$ cat src/rtl/tt_sweep_ctrl_pkg.sv
// Shared types and constants for the truth-table sweep controller.
package tt_sweep_ctrl_pkg;

    typedef enum logic [1:0] {
        IDLE   = 2'd0,
        APPLY  = 2'd1,
        SAMPLE = 2'd2,
        DONE   = 2'd3
    } state_t;

    localparam int         NUM_VEC  = 8;
    localparam logic [2:0] LAST_IDX = 3'd7;

    // Golden truth table of F = ~C & (~A | B), bit i for {A,B,C} = i.
    localparam logic [7:0] F_TT = 8'h45;

endpackage

$ cat src/rtl/tt_sweep_ctrl_func3_case.sv
// Purely combinational 3-input function unit under test: F = ~C & (~A | B).
module func3_case (
    input  logic A,
    input  logic B,
    input  logic C,
    output logic F
);

    // Case-table form of the function, one row per input combination.
    always_comb begin
        F = 1'b0;
        case ({A, B, C})
            3'd0:    F = 1'b1;
            3'd2:    F = 1'b1;
            3'd6:    F = 1'b1;
            default: F = 1'b0;
        endcase
    end

endmodule

$ cat src/rtl/tt_sweep_ctrl.sv
// Sweeps {A,B,C} through 0..7, holds each vector SETTLE cycles, captures F
// into a table and compares it against a latched golden table.
module tt_sweep_ctrl
    import tt_sweep_ctrl_pkg::*;
#(
    parameter int unsigned SETTLE = 1
) (
    input  logic       clk,
    input  logic       rst_n,
    input  logic       start,
    input  logic       abort,
    input  logic [7:0] expected,
    output logic       busy,
    output logic       done,
    output logic       pass,
    output logic [2:0] abc,
    output logic [7:0] table_out,
    output logic [3:0] mismatch_cnt,
    output logic [2:0] first_fail_idx,
    output logic       first_fail_vld
);

    localparam logic [3:0] SETTLE_INIT = 4'(SETTLE);

    state_t     state;
    state_t     state_nxt;
    logic [3:0] settle_cnt;
    logic [7:0] exp_lat;
    logic       f;
    logic       miss;

    func3_case u_func (
        .A (abc[2]),
        .B (abc[1]),
        .C (abc[0]),
        .F (f)
    );

    assign miss = (f != exp_lat[abc]);

    // pass is only meaningful while done is high, so decode it from DONE.
    assign pass = (state == DONE) && (mismatch_cnt == 4'd0);

    // State register.
    always_ff @(posedge clk) begin
        if (!rst_n) state <= IDLE;
        else        state <= state_nxt;
    end

    // Next-state logic; abort wins over start in IDLE and over progress elsewhere.
    always_comb begin
        state_nxt = state;
        case (state)
            IDLE:    if (start && !abort) state_nxt = APPLY;
            APPLY: begin
                if (abort)                  state_nxt = IDLE;
                else if (settle_cnt == 4'd1) state_nxt = SAMPLE;
            end
            SAMPLE: begin
                if (abort)                  state_nxt = IDLE;
                else if (abc == LAST_IDX)   state_nxt = DONE;
                else                        state_nxt = APPLY;
            end
            DONE:    state_nxt = IDLE;
            default: state_nxt = IDLE;
        endcase
    end

    // Sweep datapath: vector index, settle timer, captured table and mismatch tracking.
    always_ff @(posedge clk) begin
        if (!rst_n) begin
            busy           <= 1'b0;
            done           <= 1'b0;
            abc            <= 3'd0;
            table_out      <= 8'h00;
            mismatch_cnt   <= 4'd0;
            first_fail_idx <= 3'd0;
            first_fail_vld <= 1'b0;
            settle_cnt     <= 4'd0;
        end else begin
            busy <= (state_nxt == APPLY) || (state_nxt == SAMPLE);
            done <= (state_nxt == DONE);
            case (state)
                IDLE: begin
                    if (state_nxt == APPLY) begin
                        exp_lat        <= expected;
                        abc            <= 3'd0;
                        table_out      <= 8'h00;
                        mismatch_cnt   <= 4'd0;
                        first_fail_vld <= 1'b0;
                        settle_cnt     <= SETTLE_INIT;
                    end
                end
                APPLY: begin
                    settle_cnt <= settle_cnt - 4'd1;
                end
                SAMPLE: begin
                    // The sample is recorded even when abort arrives in this cycle.
                    table_out[abc] <= f;
                    if (miss) begin
                        mismatch_cnt <= mismatch_cnt + 4'd1;
                        if (!first_fail_vld) begin
                            first_fail_idx <= abc;
                            first_fail_vld <= 1'b1;
                        end
                    end
                    if (state_nxt == APPLY) begin
                        abc        <= abc + 3'd1;
                        settle_cnt <= SETTLE_INIT;
                    end
                end
                default: ;
            endcase
        end
    end

endmodule

$ cat config.mk
export PLATFORM = sky130hd
export DESIGN_NAME = tt_sweep_ctrl
export DESIGN_NICKNAME = d
export VERILOG_FILES = /design/src/rtl/tt_sweep_ctrl_pkg.sv /design/src/rtl/tt_sweep_ctrl_func3_case.sv /design/src/rtl/tt_sweep_ctrl.sv
export SDC_FILE = /design/constraint.sdc
export NUM_CORES = 1
export LEC_CHECK = 0
export CORE_ASPECT_RATIO = 1.25
export CORE_UTILIZATION = 39
export CTS_BUF_LIST = sky130_fd_sc_hd__clkbuf_16
export CTS_CLUSTER_SIZE = 8
export DETAILED_ROUTE_END_ITERATION = 6
export PLACE_DENSITY = 0.73
export SYNTH_ARGS = -nofsm -noshare
export SYNTH_HDL_FRONTEND = slang
export SYNTH_SLANG_ARGS = --single-unit
$ cat constraint.sdc
create_clock -name clk -period 4.5 [get_ports clk]
set_input_delay 1.35 -clock clk [delete_from_list [all_inputs] [get_ports clk]]
set_output_delay 1.35 -clock clk [all_outputs]
set_load 0.05 [all_outputs]
## Word-level counts from Yosys, hierarchy flattened

Cells that the tools add are included.

| word-level totals | value |
|---|---|
| word-level logic and storage cells | 74 |
| register bits after elaboration | 35 |
| output and inout port bits | 22 |
| bits of input ports | 12 |

| cells by class | value |
|---|---|
| add/sub/neg operators | 3 |
| reductions and logical operators | 18 |
| multiplexer cells | 25 |
| eq/ne operators | 15 |
| bitwise logic cells | 1 |
| order comparisons | 2 |

Operators by type and width:

| cell | number |
|---|---|
| case mux 4 bit (2 select lines) | 2 |
| case mux 8 bit (2 select lines) | 1 |
| 2-to-1 mux 4 bit | 3 |
| AND reduction 3 bit | 4 |
| 2-to-1 mux 2 bit | 5 |
| bitwise mux 8 bit | 1 |
| == test 2 bit (second input constant) | 4 |
| 2-to-1 mux 8 bit | 1 |
| case mux 2 bit (4 select lines) | 1 |
| == test 3 bit (second input constant) | 2 |
| 2-to-1 mux 3 bit | 2 |
| != test 2 bit (second input constant) | 3 |
| case mux 3 bit (2 select lines) | 1 |
| 2-to-1 mux 1 bit | 5 |
| adder 4 x 1 -> 4 bit (second input constant) | 1 |
| == test 2 x 1 -> 1 bit (second input constant) | 2 |
| == test 4 x 1 -> 1 bit (second input constant) | 1 |
| zero test 4 bit | 1 |
| < comparator 3 x 4 -> 1 bit (second input constant) | 1 |
| AND reduction 2 bit | 2 |
| nonzero test 2 bit | 2 |
| subtractor 4 x 1 -> 4 bit (second input constant) | 1 |
| adder 3 x 1 -> 3 bit (second input constant) | 1 |
| binary-select mux 1 bit (select 3 bit) | 1 |
| 14 further kinds | 16 |

## Longest topological paths before layout

| logic depth | value |
|---|---|
| depth after elaboration | 7 |
| depth in mapped cells | 12 |

## Modules after synthesis

From an unflattened synthesis, not the netlist that was laid out.

| unflattened totals | value |
|---|---|
| cell total of the unflattened synthesis | 184 |
| area total of the unflattened synthesis | 1659.1 sq um |

By module, submodules not included:

| module | cells an instance | times used | seq. area each (sq um) | area an instance (sq um) |
|---|---|---|---|---|
| tt_sweep_ctrl | 182 | 1 | 780.7 | 1646.6 |
| func3_case | 2 | 1 | 0.0 | 12.5 |

## Worst setup path before layout

Ideal clock, no wire load.

| path | value |
|---|---|
| path kind | reg-to-output |
| start | register mismatch_cnt[0] |
| end | output port pass |
| stages on the path, launching flop included | 4 |
| buffers on the path | 0 |
| arrival | 2.369 ns |
| path slack | 0.781 ns |
| cell sequence | dfxtp_1 -> inv_1 -> ha_1 -> nor4b_1 |

| between the ends | value |
|---|---|
| word-level cells in the longest chain between the ends | 2 |

Ends and longest elaborated chain:

| item | line | RTL |
|---|---|---|
| from (decl) | tt_sweep_ctrl.sv:18 | `output logic [3:0] mismatch_cnt,` |
| from (signal assigned) | tt_sweep_ctrl.sv:101 | `mismatch_cnt <= mismatch_cnt + 4'd1;` |
| zero test 4 bit | tt_sweep_ctrl.sv:42 | `assign pass = (state == DONE) && (mismatch_cnt == 4'd0);` |
| logical AND 1 bit | tt_sweep_ctrl.sv:42 |  |
| to (decl) | tt_sweep_ctrl.sv:15 | `output logic pass,` |

No other way between the ends.

## Final worst setup path

| path | value |
|---|---|
| start | input port start |
| end | register exp_lat[3], enable pin |

| between the ends | value |
|---|---|
| word-level cells in the longest chain between the ends | 5 |

Ends and longest elaborated chain:

| item | line | RTL |
|---|---|---|
| from (decl) | tt_sweep_ctrl.sv:10 | `input logic start,` |
| logical AND 1 bit | tt_sweep_ctrl.sv:54 | `IDLE: if (start && !abort) state_nxt = APPLY;` |
| 2-to-1 mux 2 bit | tt_sweep_ctrl.sv:54 |  |
| case mux 2 bit (4 select lines) | tt_sweep_ctrl.sv:53 | `case (state)` |
| net state_nxt[0] | tt_sweep_ctrl.sv:26 | `state_t state_nxt;` |
| == test 2 x 1 -> 1 bit | tt_sweep_ctrl.sv:85 | `if (state_nxt == APPLY) begin` |
| AND reduction 3 bit (no source line) | -- |  |
| to (signal assigned) | tt_sweep_ctrl.sv:86 | `exp_lat <= expected;` |
| to (decl) | tt_sweep_ctrl.sv:28 | `logic [7:0] exp_lat;` |

The timed path passes the listed nets, and every way through them passes these cells.
A chain may end at the register's enable or synchronous reset.

==> metrics.md <==
| Metric | Value |
|---|---|
| NetSw | 158.2 uW |
| Clock buffer count from CTS | 5 |
| Sequential fraction of design power | 43.4% |
| PortBufs | 33 |
| EDFF count, synth | 8 |
| Net Sw Frac | 20.60% |
| Clock share of power | 50.6% |
| Iter 0 DRT Violations | 44 |
| Placer Congestion | 0.7995 |
| PwrDens | 346.2 nW/um2 |
| Wire length per cell | 12.30 um |
| Final TNS setup | 0 ns |
| Die X | 61.17 um |
| Initial antenna violation count | 0 |
| Post-Synthesis Cells | 182 |
| DP HPWL | 2332 um |
| CP Max Fanout | 12 |
| FFs w/ async S/R, synth | 0% |
| Synth cell types | 39 |
| Critical path type | input pin to register |
| Slew at the pin closest to its max-slew limit | 0.5979 ns |
| Via Count | 1,364 |
| Seq cells post-synth | 35 |
| Gates resized, CTS repair | 0 |
| Cts hold-fix bufs | 0 |
| # IOs | 34 |
| Gr usage total | 15.63% |
| Router iterations before antenna repair | 4 |
| Diode count | 0 |
| Design area | 2218 um2 |
| Syn_area_per_cell | 9.377 um2 |
| MaxCap Viol Count | 0 |
| Combinational power share | 6.0% |
| First-pass GRT wire length | 5368 um |
| Rows | 26 |
| Layout overhead on the synthesized area | 29.99% |
| Max Freq | 0.2794 GHz |
| Ratio of cells with drive above 1 in the final layout | 8.019% |
| Max clock buf depth | 2 |
| CP endpoint kind | register |
| Die ar. | 4646 um2 |
| GR Overflow Total | 0 |
| Worst Clk Skew | 0.007065 ns |
| Clk sinks | 35 |
| Post-synthesis sequential area ratio | 45.75% |
| Outcome | complete, no violations |
| Clock tree from TritonCTS | done |
| Hold Crit Class | register to register |
| CP required | 4.41 ns |
| CTS Root Cell | clkbuf_16 |
| Final Critical Period | 3.579 ns |
| CP arrival | 3.49 ns |
| Final setup viols | 0 |
| H-tree levels | 2 |
| Vias in the first global route | 1,219 |
| Pins Over Slew Limit | 0 |
| Startpoint type of the worst setup path | input pin |
| Most used DFF post-synth | dfxtp_1 |
| Reg area | 780.7 um2 |
| Initial Util | 41.31% |
| Routed Antenna Nets | 0 |
| Post-CTS Setup Inserts | 0 |
| CORE AREA | 4131 um2 |
| Largest net degree at the start of global routing | 15 |
| Final Hold Viols | 0 |
| LEAKAGE | 0.7828 nW |
| Max IR drop VDD | 0.2426 mV |
| Rel. slew slack | 60.00% |
| Drt total wl | 3297 um |
| Die span in y | 75.96 um |
| Routed vias/inst | 5.090 |
| Ys Warns | 0 |
| Fin crit share | 79.53% |
| Internal power | 609.9 uW |
| Nets | 233 |
| Latest clock arrival within the worst-skew pair | 0.28 ns |
| Syn Nets | 204 |
| Post-Syn Area | 1707 um2 |
| Placed cell area | 2049 um2 |
| Residual DRC | 0 |
| Clk slew on worst S/H paths | 0.06 ns |
| Number of fillers in the final layout | 372 |
| Unrepaired setup endpoints after global routing | no |
| Multi-input gate area | 819.5 um2 |
worst max-delay path, stage by stage:
cell	delay (ns)
clkdlybuf4s50_1	0.46
nor2_1	0.04
nor2_1	0.09
a21oi_1	0.06
nor2_1	0.15
ha_1	0.20
nor2b_1	0.26
nand2_1	0.31
nor2_1	0.56
metal layers:
metal	track usage, %	part of all wire, %	up-vias
met5	0	0	-
met4	6.136	1.4	0
met3	5.461	5.4	4
met2	24.78	50	38
met1	18.84	43	628
li1	-	-	694
synthesized netlist by cell type, types with 3 or more instances:
| cell | n | area [um2] |
|---|---|---|
| ha_1 | 10 | 125.1 |
| a21oi_1 | 12 | 60.06 |
| nand3_1 | 8 | 40.04 |
| or4_1 | 3 | 22.52 |
| inv_1 | 11 | 41.29 |
| nand2_1 | 23 | 86.33 |
| nor2_1 | 19 | 71.32 |
| dfxtp_1 | 27 | 540.5 |
| clkbuf_1 | 7 | 26.28 |
| nor3_1 | 3 | 15.01 |
| nor2b_1 | 4 | 25.02 |
| o311ai_0 | 4 | 35.03 |
| mux2i_1 | 8 | 80.08 |
| buf_4 | 3 | 22.52 |
| edfxtp_1 | 8 | 240.2 |
| nand2b_1 | 3 | 18.77 |
| mux2_2 | 3 | 33.78 |
cells by family after synthesis:
| group | Yosys count | synth area share (%) |
|---|---|---|
| DFF | 35 | 45.75 |
| buffers and inverters | 23 | 6.232 |
| AOI/OAI and AO/OA | 28 | 10.92 |
| muxes | 13 | 9.311 |
| adders and majority gates | 10 | 7.331 |
| and+or+nand+nor | 73 | 20.45 |
cells in the final DEF (no fill, tap or decap), types with 3 or more instances in the layout:
cell type and n:
nor2_1 19, edfxtp_1 8, nor2b_1 4, nand2_1 23, or4_1 3, ha_1 10
mux2i_1 8, nand2b_1 3, dfxtp_1 27, nor3_1 3, nand3_1 8, inv_1 11
a21oi_1 12, mux2_2 3, o311ai_0 4, clkbuf_16 5, clkdlybuf4s50_1 33
per-stage QoR:
step	utilization (%)	power (mW)	worst slack [ns]	hold slack (ns)	cells
after floorplan	-	0.3675	0.7812	0.4497	182
after global placement	49.61	0.3842	0.6938	0.4429	260
after detailed placement	49.61	0.3858	0.6087	0.4514	260
after CTS	53.69	0.7750	0.8885	0.4587	268
after global routing	53.69	0.7960	0.6790	0.5008	268
final	53.69	0.7681	0.9210	0.4537	268
flip-flops by register name (all words and copies together), names as in the netlist:
| register | flops |
|---|---|
| exp_lat | 8 |
| table_out | 8 |
| mismatch_cnt | 4 |
| settle_cnt | 4 |
| abc | 3 |
| first_fail_idx | 3 |
| state | 2 |
| busy | 1 |
| done | 1 |
| first_fail_vld | 1 |
power groups by stage:
stage	sequential [mW]	clock [mW]	combinational [mW]
after CTS	0.333	0.395	0.0467
after global placement	0.339	0	0.0448
after detailed placement	0.340	0	0.0463
after global routing	0.334	0.411	0.0511
final	0.333	0.389	0.0460
after floorplan	0.340	0	0.0276
layout make-up:
class | count | area share, %
repair buffers | 34 | 15.23
flip-flops and latches | 35 | 35.19
clock inverters | 3 | 1.974
clock buffers | 5 | 5.640
multi-input cells | 124 | 36.94
inverters | 11 | 1.861
well taps | 56 | 3.158
final timing paths:
kind | startpoint | endpoint | slack [ns] | depth (start not counted)
setup / recovery | start | exp_lat[3] | 0.92 | 9
hold reg to reg | first_fail_idx[1] | first_fail_idx[1] | 0.45 | 2
setup reg to reg | abc[0] | exp_lat[3] | 1.58 | 9
hold / removal | first_fail_idx[1] | first_fail_idx[1] | 0.45 | 2
Power figures use the tool's default switching activity.
